## config.mk

```make
export PLATFORM = sky130hd
export DESIGN_NAME = train_seq_ctrl
export DESIGN_NICKNAME = d
export VERILOG_FILES = /design/src/rtl/ae_pkg.sv /design/src/rtl/train_seq_ctrl_sample_idx_counter.sv /design/src/rtl/train_seq_ctrl.sv
export SDC_FILE = /design/constraint.sdc
export NUM_CORES = 1
export LEC_CHECK = 0
export CAP_MARGIN = 20
export CORE_AREA = 4 4 67 82
export CTS_CLUSTER_DIAMETER = 50
export CTS_CLUSTER_SIZE = 28
export DETAILED_ROUTE_END_ITERATION = 10
export DIE_AREA = 0 0 71 86
export GPL_TIMING_DRIVEN = 0
export PLACE_DENSITY = 0.77
export RECOVER_POWER = 50
export SLEW_MARGIN = 5
export SYNTH_ARGS = -nofsm -noshare
export SYNTH_HDL_FRONTEND = slang
export SYNTH_SLANG_ARGS = --single-unit
export TNS_END_PERCENT = 100
```

## constraint.sdc

```tcl
create_clock -name clk -period 5.7 [get_ports clk]
set_input_delay 1.14 -clock clk [delete_from_list [all_inputs] [get_ports clk]]
set_output_delay 1.14 -clock clk [all_outputs]
set_load 0.01 [all_outputs]
```

## src/rtl/ae_pkg.sv

```systemverilog
// Shared definitions for the autoencoder training sequencer and its sample memory.
// Holds the sequencer state encoding and the default dataset/epoch sizes.
package ae_pkg;

  typedef enum logic [1:0] {
    ST_IDLE  = 2'd0,
    ST_ISSUE = 2'd1,
    ST_WAIT  = 2'd2,
    ST_DONE  = 2'd3
  } seq_state_e;

  localparam int AE_N_SAMPLES = 332;
  localparam int AE_N_ITER    = 10000;

  // Bits needed to hold the value v (at least one bit).
  function automatic int width_for(input int v);
    return (v < 2) ? 1 : $clog2(v + 1);
  endfunction

endpackage

```

## src/rtl/train_seq_ctrl_sample_idx_counter.sv

```systemverilog
// Modulo-N sample index counter: clr forces 0, inc advances and wraps N-1 -> 0.
// wrap is high while the index sits on its last value.
module sample_idx_counter #(
  parameter int N = 332,
  parameter int W = 16
) (
  input  logic         clk,
  input  logic         rst,
  input  logic         clr,
  input  logic         inc,
  output logic [W-1:0] idx,
  output logic         wrap
);

  localparam logic [W-1:0] LAST = W'(N - 1);

  assign wrap = (idx == LAST);

  always_ff @(posedge clk) begin
    if (rst || clr) begin
      idx <= '0;
    end else if (inc) begin
      idx <= wrap ? '0 : idx + 1'b1;
    end
  end

endmodule

```

## src/rtl/train_seq_ctrl.sv

```systemverilog
// Training-loop sequencer: issues sample addresses 0..N_SAMPLES-1 per epoch for N_ITER epochs.
// Optional WAIT-state watchdog enabled by defining TRAIN_SEQ_WDT_EN.
module train_seq_ctrl
  import ae_pkg::*;
#(
  parameter int N_SAMPLES   = AE_N_SAMPLES,
  parameter int N_ITER      = AE_N_ITER,
  parameter int ADDR_W      = 16,
  parameter int ITER_W      = 17,
  parameter int TIMEOUT_CYC = 1024
) (
  input  logic              clk,
  input  logic              rst,
  input  logic              start,
  input  logic              abort,
  input  logic              sample_ready,
  input  logic              sample_done,
  output logic              sample_valid,
  output logic [ADDR_W-1:0] sample_addr,
  output logic [ITER_W-1:0] iter_cnt,
  output logic              epoch_end,
  output logic              busy,
  output logic              train_done,
  output logic              timeout_err
);

  localparam logic [ITER_W-1:0] ITER_LAST = ITER_W'(N_ITER - 1);
  localparam logic [ITER_W-1:0] ITER_MAX  = ITER_W'(N_ITER);

  seq_state_e state, next_state;

  logic idx_clr, idx_inc, idx_last;
  logic iter_clr, iter_inc;
  logic epoch_set;
  logic wdt_clr, wdt_fire, err_clr;

  sample_idx_counter #(
    .N (N_SAMPLES),
    .W (ADDR_W)
  ) u_idx (
    .clk  (clk),
    .rst  (rst),
    .clr  (idx_clr),
    .inc  (idx_inc),
    .idx  (sample_addr),
    .wrap (idx_last)
  );

`ifdef TRAIN_SEQ_WDT_EN
  localparam int WDT_W = width_for(TIMEOUT_CYC);
  localparam logic [WDT_W-1:0] WDT_LAST = WDT_W'(TIMEOUT_CYC - 1);
  logic [WDT_W-1:0] wdt_cnt;
  logic             wdt_hit;

  assign wdt_hit = (wdt_cnt == WDT_LAST);
`else
  logic unused_wdt_cfg;
  logic wdt_hit;

  assign unused_wdt_cfg = (TIMEOUT_CYC > 0);
  assign wdt_hit        = 1'b0;
`endif

  always_ff @(posedge clk) begin
    if (rst) begin
      state <= ST_IDLE;
    end else begin
      state <= next_state;
    end
  end

  // abort outranks every other input; sample_done is consulted only in WAIT.
  always_comb begin
    next_state = state;
    idx_clr    = 1'b0;
    idx_inc    = 1'b0;
    iter_clr   = 1'b0;
    iter_inc   = 1'b0;
    epoch_set  = 1'b0;
    wdt_clr    = 1'b0;
    wdt_fire   = 1'b0;
    err_clr    = 1'b0;
    if (abort) begin
      next_state = ST_IDLE;
      idx_clr    = 1'b1;
      iter_clr   = 1'b1;
    end else begin
      case (state)
        ST_IDLE: begin
          if (start) begin
            next_state = ST_ISSUE;
            idx_clr    = 1'b1;
            iter_clr   = 1'b1;
            err_clr    = 1'b1;
          end
        end
        ST_ISSUE: begin
          if (sample_ready) begin
            next_state = ST_WAIT;
            wdt_clr    = 1'b1;
          end
        end
        ST_WAIT: begin
          if (sample_done) begin
            idx_inc = 1'b1;
            if (idx_last) begin
              iter_inc   = 1'b1;
              epoch_set  = 1'b1;
              next_state = (iter_cnt == ITER_LAST) ? ST_DONE : ST_ISSUE;
            end else begin
              next_state = ST_ISSUE;
            end
          end else if (wdt_hit) begin
            next_state = ST_IDLE;
            wdt_fire   = 1'b1;
            idx_clr    = 1'b1;
            iter_clr   = 1'b1;
          end
        end
        ST_DONE: begin
          if (start) begin
            next_state = ST_ISSUE;
            idx_clr    = 1'b1;
            iter_clr   = 1'b1;
          end
        end
        default: next_state = ST_IDLE;
      endcase
    end
  end

  // Epoch counter saturates at N_ITER so it can never wrap back to zero.
  always_ff @(posedge clk) begin
    if (rst || iter_clr) begin
      iter_cnt <= '0;
    end else if (iter_inc && (iter_cnt != ITER_MAX)) begin
      iter_cnt <= iter_cnt + 1'b1;
    end
  end

  always_ff @(posedge clk) begin
    if (rst) begin
      epoch_end <= 1'b0;
    end else begin
      epoch_end <= epoch_set;
    end
  end

`ifdef TRAIN_SEQ_WDT_EN
  always_ff @(posedge clk) begin
    if (rst || wdt_clr) begin
      wdt_cnt <= '0;
    end else if (state == ST_WAIT && !wdt_hit) begin
      wdt_cnt <= wdt_cnt + 1'b1;
    end
  end

  // Sticky until reset or a fresh start from IDLE.
  always_ff @(posedge clk) begin
    if (rst || err_clr) begin
      timeout_err <= 1'b0;
    end else if (wdt_fire) begin
      timeout_err <= 1'b1;
    end
  end
`else
  logic unused_wdt_ctl;

  assign unused_wdt_ctl = wdt_clr | wdt_fire | err_clr;
  assign timeout_err    = 1'b0;
`endif

  assign sample_valid = (state == ST_ISSUE);
  assign busy         = (state == ST_ISSUE) || (state == ST_WAIT);
  assign train_done   = (state == ST_DONE);

endmodule

```

==> flow_metrics.py, run 1 <==
metrics = {
    "run_status": {
        "status": "finished clean",
    },
    "worst_setup_path": {
        "cp-end-kind": "flop",
        "cp.depth": 8,
        "path_cells": "dlygate4sd3_1 > and3b_1 > clkbuf_1 > nand2_1 > buf_2 > o21ai_2 > buf_2 > nor2_1",
        "path_delay_family": "buffers and inverters",
        "timing.rr.start": "state[0]$_SDFFE_PP0P_",
        "cpPeakStageDelay_ns": 0.61,
        "cp_max_fo": 10,
        "crit_start": "sample_done",
        "cp_data_required_time_ns": 5.88,
        "start_kind": "primary input",
        "crit_type": "in -> reg",
        "cpMaxStageDelayCell": "dlygate4sd3_1",
        "rr_worst_depth": 7,
        "cp_common_cell": "buf_2",
        "critPathBufInv": 4,
        "arrival_ns": 3.26,
    },
    "timing": {
        "fmax_mhz": 324.9,
        "slew_violations": 0,
        "fin_setup_tns_ns": 0,
        "period_share_pct": 54.01,
        "hold_viol": 0,
        "slew_headroom_pct": 47.92,
        "finalSetupViolations": 0,
        "rsz0062_at_grt": "false",
        "tightest_slew_ns": 0.7766,
        "skew_ns": 0.006452,
        "finalWorstPathRequiredPeriod_ns": 3.078,
    },
    "power": {
        "switching_share_pct": 23.14,
        "vdd_drop_max_mv": 0.1679,
        "cellPowerDensity_nw_per_um2": 178.7,
        "pwr-share-seq_pct": 53.7,
        "combPwrFrac_pct": 6.8,
        "p_switching_mw": 0.1092,
        "total_power_mw": 0.4718,
        "p_int_mw": 0.3626,
        "pwr-share-clk_pct": 39.5,
        "leakage_nw": 0.9580,
    },
    "logic_synthesis": {
        "syn_area_per_cell_um2": 8.495,
        "ys_types": 44,
        "ys_warn_count": 0,
        "yosysTopAreaCell": "dfxtp_1",
        "synthTopCellsByArea": "dfxtp_1 (35%), mux2i_1 (5.8%), nand2_1 (4.7%)",
        "yosysTopAreaCellShare_pct": 35.06,
        "syn_nets": 254,
        "yosysSeqAreaShare_pct": 35.06,
        "syn_area_um2": 2056,
        "synthTopCellsByCount": "dfxtp_1 (36), nand2_1 (26), nor2_1 (17), nand4_1 (13), mux2i_1 (12)",
        "synth_edf_count": 0,
        "synth.ff_latch_count": 36,
        "synthArstFlopShare_pct": 0,
        "synth_flop_cell": "dfxtp_1",
        "yosysMostFrequentCell": "dfxtp_1",
        "synth_cells": 242,
    },
    "clock_network": {
        "cts.path.max_buffers": 2,
        "cts_resized": 0,
        "hold_buffers": 0,
        "cts_tree": "built",
        "postCtsSetupBuffers": 0,
        "cts_buffers": 5,
        "cts_root_buf": "clkbuf_8",
        "clock_latency_ns": 0.29,
        "clkTransAtPathRegs_ns": 0.07,
        "htreeDepth": 2,
        "clock_sinks": 36,
    },
    "worst_hold_path": {
        "whs_path_depth": 2,
        "worstHoldStart": "iter_cnt[8]$_SDFFE_PP0P_",
        "hold_path.class": "reg -> reg",
    },
    "global_route": {
        "grt_pass1_wl_um": 8493,
        "grt_max_degree": 12,
        "grt_pass1_vias": 1836,
        "track_usage_pct": 17.03,
        "overflow": 0,
        "antenna_found_initial": 0,
    },
    "cells_and_area": {
        "final_area_um2": 2640,
        "area_delta_synth_final_pct": 28.42,
        "antenna_cells": 0,
        "finalNetCount": 303,
        "drive_gt1_share_pct": 7.192,
    },
    "floorplan": {
        "die_w_um": 71,
        "dieArea_um2": 6106,
        "initial_core_util_pct": 43.15,
        "io_pins": 44,
        "die_y_um": 86,
        "core_um2": 4765,
        "num_rows": 28,
    },
    "drt": {
        "ant_nets": 0,
        "vias": 1948,
        "via_per_inst": 5.534,
        "drt_wl_total_um": 4972,
        "firstDrtPassIters": 4,
        "drc": 0,
        "wl_per_cell_um": 14.13,
        "drt_iter0_markers": 129,
    },
    "placement": {
        "hpwl_um": 3775,
        "gp_congestion": 0.8082,
        "dpl_cell_area_um2": 2551,
        "port_buffers": 42,
    },
    "flow_run": {
        "maxCapViolations": 0,
    },
}
kinds of logic (layout without fill, tap and decap cells):
| group | after synthesis | after routing | synth area share, % |
|---|---|---|---|
| and+or+nand+nor | 127 | 127 | 36.82 |
| DFF | 36 | 36 | 35.06 |
| AOI/OAI and AO/OA | 26 | 26 | 8.157 |
| buffers and inverters | 21 | 71 | 4.747 |
| xor gates and xnor gates | 13 | 13 | 5.539 |
| muxes | 12 | 12 | 5.843 |
| adders and majority gates | 6 | 6 | 3.652 |
| other | 1 | 1 | 0.1824 |
state kept, by name, summed over array words and instances, names as in the netlist:
register / flops
u_idx.idx: 16
iter_cnt: 17
epoch_end: 1
state: 2
final timing paths:
kind,slack [ns],endpoint
worst max-delay path,2.62,u_idx.idx[8]$_SDFFE_PP0P_
worst min-delay path,0.50,iter_cnt[8]$_SDFFE_PP0P_
worst max register to register,3.41,iter_cnt[16]$_SDFFE_PP0P_
worst min register to register,0.50,iter_cnt[8]$_SDFFE_PP0P_
power groups by stage:
| stage | Sequential, mW | Combinational [mW] | Clock, mW |
|---|---|---|---|
| after global routing | 0.254 | 0.0354 | 0.207 |
| after CTS | 0.253 | 0.0322 | 0.193 |
| after detailed placement | 0.259 | 0.0323 | 0 |
| after floorplan | 0.259 | 0.0197 | 0 |
| final | 0.254 | 0.0319 | 0.186 |
| after global placement | 0.259 | 0.0316 | 0 |
placed cells by master, fill, tap and decap left out, drive strengths merged, types with 2 or more instances in the layout:
| cell type | Yosys | routed |
|---|---|---|
| dlygate4sd3 | 0 | 32 |
| ha | 6 | 6 |
| nor4b | 2 | 2 |
| buf | 10 | 9 |
| nor3 | 11 | 11 |
| clkinv | 0 | 2 |
| and4 | 6 | 6 |
| dfxtp | 36 | 36 |
| and4b | 3 | 3 |
| o31ai | 5 | 5 |
| and3 | 3 | 3 |
| inv | 10 | 10 |
| o21ai | 5 | 5 |
| and2 | 2 | 2 |
| a21oi | 9 | 9 |
| nand4 | 14 | 14 |
| clkbuf | 1 | 8 |
| nor4 | 13 | 13 |
| nor2 | 17 | 17 |
| or3 | 2 | 2 |
| mux2i | 12 | 12 |
| nand2b | 10 | 10 |
| xor2 | 5 | 5 |
| nand2 | 26 | 26 |
| nand3 | 9 | 9 |
| clkdlybuf4s50 | 0 | 10 |
| xnor2 | 8 | 8 |
| or4 | 4 | 4 |
area by class of cell:
type,instances,area (um^2)
buffer,11,56.30
clock buffer,6,82.58
clock inverter,2,10.01
fill,476,2125
inverter,10,37.54
multi-input combinational,185,1237
sequential,36,720.7
tap,60,75.07
timing repair buffer,42,420.4
worst register-to-register path, cell delays in order, from the launching register on:
cell and delay, ns:
dfxtp_1 0.39, inv_1 0.06, ha_1 0.35, a211oi_1 0.66, buf_2 0.35, buf_4 0.21, nand2_1 0.06, mux2i_1 0.14
through the flow:
step / cells / hold WS (ns) / worst slack, ns / utilization [%]
floorplan: 242 / 0.4983 / 3.350 / -
global placement: 344 / 0.4696 / 2.531 / 53.55
detailed placement: 344 / 0.4944 / 2.497 / 53.55
CTS: 352 / 0.5051 / 2.801 / 55.49
global route: 352 / 0.5364 / 2.483 / 55.41
finish: 352 / 0.4969 / 2.622 / 55.41
routing by layer:
| metal | track usage, % | vias up | part of all wire, % |
|---|---|---|---|
| met3 | 3.634 | 8 | 4.0 |
| met4 | 7.009 | 0 | 1.7 |
| met1 | 20.50 | 911 | 45 |
| met5 | 0 | - | 0 |
| li1 | - | 986 | - |
| met2 | 29.20 | 43 | 49 |
No activity file was read; power rests on OpenSTA's default activity.
==> run 2: changes to the inputs <==
Settings changed: PLACE_DENSITY 0.77 to 0.8.
Clock period 5.7 ns to 2.5 ns, I/O delays scaled along.
==> flow_metrics.py, run 2 (synthesis results as in run 1) <==
metrics = {
    "worst_setup_path": {
        "cpMaxStageDelayCell": "dlygate4sd3_1",
        "ff2ff_setup_slack_ns": 0.34,
        "arrival_ns": 2.44,
        "cp-end-kind": "flop",
        "timing.rr.start": "u_idx.idx[0]$_SDFFE_PP0P_",
        "crit_type": "in -> reg",
        "crit_start": "sample_done",
        "rr_worst_depth": 7,
        "cp_common_cell": "buf_2",
        "timing.rr.end": "u_idx.idx[12]$_SDFFE_PP0P_",
        "cp_data_required_time_ns": 2.68,
        "start_kind": "primary input",
        "path_delay_family": "buffers and inverters",
        "cp_max_fo": 10,
        "cpPeakStageDelay_ns": 0.63,
        "path_cells": "dlygate4sd3_1 > and3b_1 > buf_4 > nand2_1 > buf_2 > o21ai_2 > buf_2 > nor2_1",
        "critPathBufInv": 4,
        "cp.depth": 8,
    },
    "timing": {
        "tightest_slew_ns": 0.6204,
        "finalSetupViolations": 0,
        "hold_viol": 0,
        "skew_ns": 0.008977,
        "slew_headroom_pct": 58.20,
        "period_share_pct": 90.30,
        "finalWorstPathRequiredPeriod_ns": 2.257,
        "fin_setup_tns_ns": 0,
        "fin_ws_ns": 0.2425,
        "slew_violations": 0,
        "fmax_mhz": 443.0,
        "rsz0062_at_grt": "false",
    },
    "placement": {
        "gp_congestion": 0.8186,
        "place_worst_setup_slack_ns": -0.06992,
        "hpwl_um": 3814,
        "port_buffers": 42,
    },
    "clock_network": {
        "cts_buffers": 5,
        "clock_latency_ns": 0.29,
        "clock_sinks": 36,
        "cts_root_buf": "clkbuf_8",
        "cts_tree": "built",
        "clkTransAtPathRegs_ns": 0.08,
        "htreeDepth": 2,
        "hold_buffers": 0,
        "cts.path.max_buffers": 2,
    },
    "floorplan": {
        "initial_core_util_pct": 43.15,
        "die_y_um": 86,
        "die_w_um": 71,
        "core_um2": 4765,
        "num_rows": 28,
        "dieArea_um2": 6106,
        "io_pins": 44,
    },
    "power": {
        "vdd_drop_max_mv": 0.3961,
        "cellPowerDensity_nw_per_um2": 505.2,
        "leakage_nw": 0.9977,
    },
    "drt": {
        "drc": 0,
        "vias": 2014,
        "firstDrtPassIters": 5,
        "wl_per_cell_um": 14.89,
        "drt_wl_total_um": 5241,
        "via_per_inst": 5.722,
        "drt_iter0_markers": 151,
        "ant_nets": 0,
    },
    "cells_and_area": {
        "area_delta_synth_final_pct": 32.08,
        "top_register": "iter_cnt",
        "top_regs": "iter_cnt (17), u_idx.idx (16), state (2)",
        "layout_common_cells": "dfxtp_1 (36), dlygate4sd3_1 (34), nand2_1 (26)",
        "antenna_cells": 0,
        "n_fill_cell": 462,
        "largest_reg_flops": 17,
        "drive_gt1_share_pct": 7.877,
        "finalNetCount": 303,
        "final_util_pct": 56.99,
        "layout.cells.most_common": "dfxtp_1",
    },
    "global_route": {
        "overflow": 0,
        "track_usage_pct": 18.13,
        "grt_pass1_vias": 1978,
        "grt_pass1_wl_um": 9045,
        "antenna_found_initial": 0,
        "grt_max_degree": 13,
    },
    "flow_run": {
        "maxCapViolations": 0,
    },
    "run_status": {
        "status": "finished clean",
    },
    "worst_hold_path": {
        "whs_path_depth": 2,
        "hold_path.class": "reg -> reg",
        "min_to": "iter_cnt[16]$_SDFFE_PP0P_",
        "worstHoldStart": "iter_cnt[16]$_SDFFE_PP0P_",
    },
}
-- run 2: stage by stage --
stage	std cells	power (mW)	hold slack [ns]	instance area [um^2]
finish	352	1.372	0.4788	2715
detailed placement	344	0.6653	0.4740	2551
global placement	344	0.6627	0.4685	2551
CTS	352	1.382	0.4847	2710
global route	352	1.419	0.5327	2715
floorplan	242	0.6355	0.4983	2056
-- run 2: where the power goes --
group          internal, mW  leakage, nW  switching (mW)
combinational        0.0322        0.629          0.0432
sequential            0.575        0.290         0.00248
clock                 0.499       0.0784           0.219
-- run 2: layout make-up --
type                    instances  area, um^2  share of cell area [%]
multi-input cells             185        1242                   45.76
flip-flops and latches         36       720.7                   26.54
repair buffers                 42       420.4                   15.48
clock inverters                 3       90.09                   3.318
well taps                      60       75.07                   2.765
clock buffers                   5       68.82                   2.535
plain buffers                  11       60.06                   2.212
inverters                      10       37.54                   1.382
-- run 2: worst max path at each step --
stage                                       to  slack (ns)
finish              u_idx.idx[12]$_SDFFE_PP0P_        0.24
global route         u_idx.idx[7]$_SDFFE_PP0P_        0.16
CTS                   iter_cnt[5]$_SDFFE_PP0P_        0.20
detailed placement    iter_cnt[5]$_SDFFE_PP0P_       -0.07
global placement      iter_cnt[3]$_SDFFE_PP0P_       -0.02
floorplan            iter_cnt[16]$_SDFFE_PP0P_        0.60
-- run 2: worst register-to-register path, cell delays in order, from the launching register on --
cell,delay (ns)
dfxtp_1,0.45
ha_1,0.18
buf_2,0.20
nor4b_4,0.29
nand4_4,0.20
o21ai_2,0.37
buf_2,0.29
nor2_1,0.07
-- run 2: timing repair --
item | CTS | global route
gates resized for setup | 0 | 1
setup endpoints to repair | 0 | 9
buffers inserted | 0 | 0
-- run 2: per-layer routing --
layer / routed length [um] / up-vias / track usage (%) / part of all wire (%)
met5: 0 / - / 0 / 0
met4: 91 / 0 / 7.179 / 1.7
met3: 216 / 8 / 3.634 / 4.1
met2: 2577 / 56 / 31.05 / 49
met1: 2355 / 972 / 22.12 / 45
li1: - / 978 / - / -
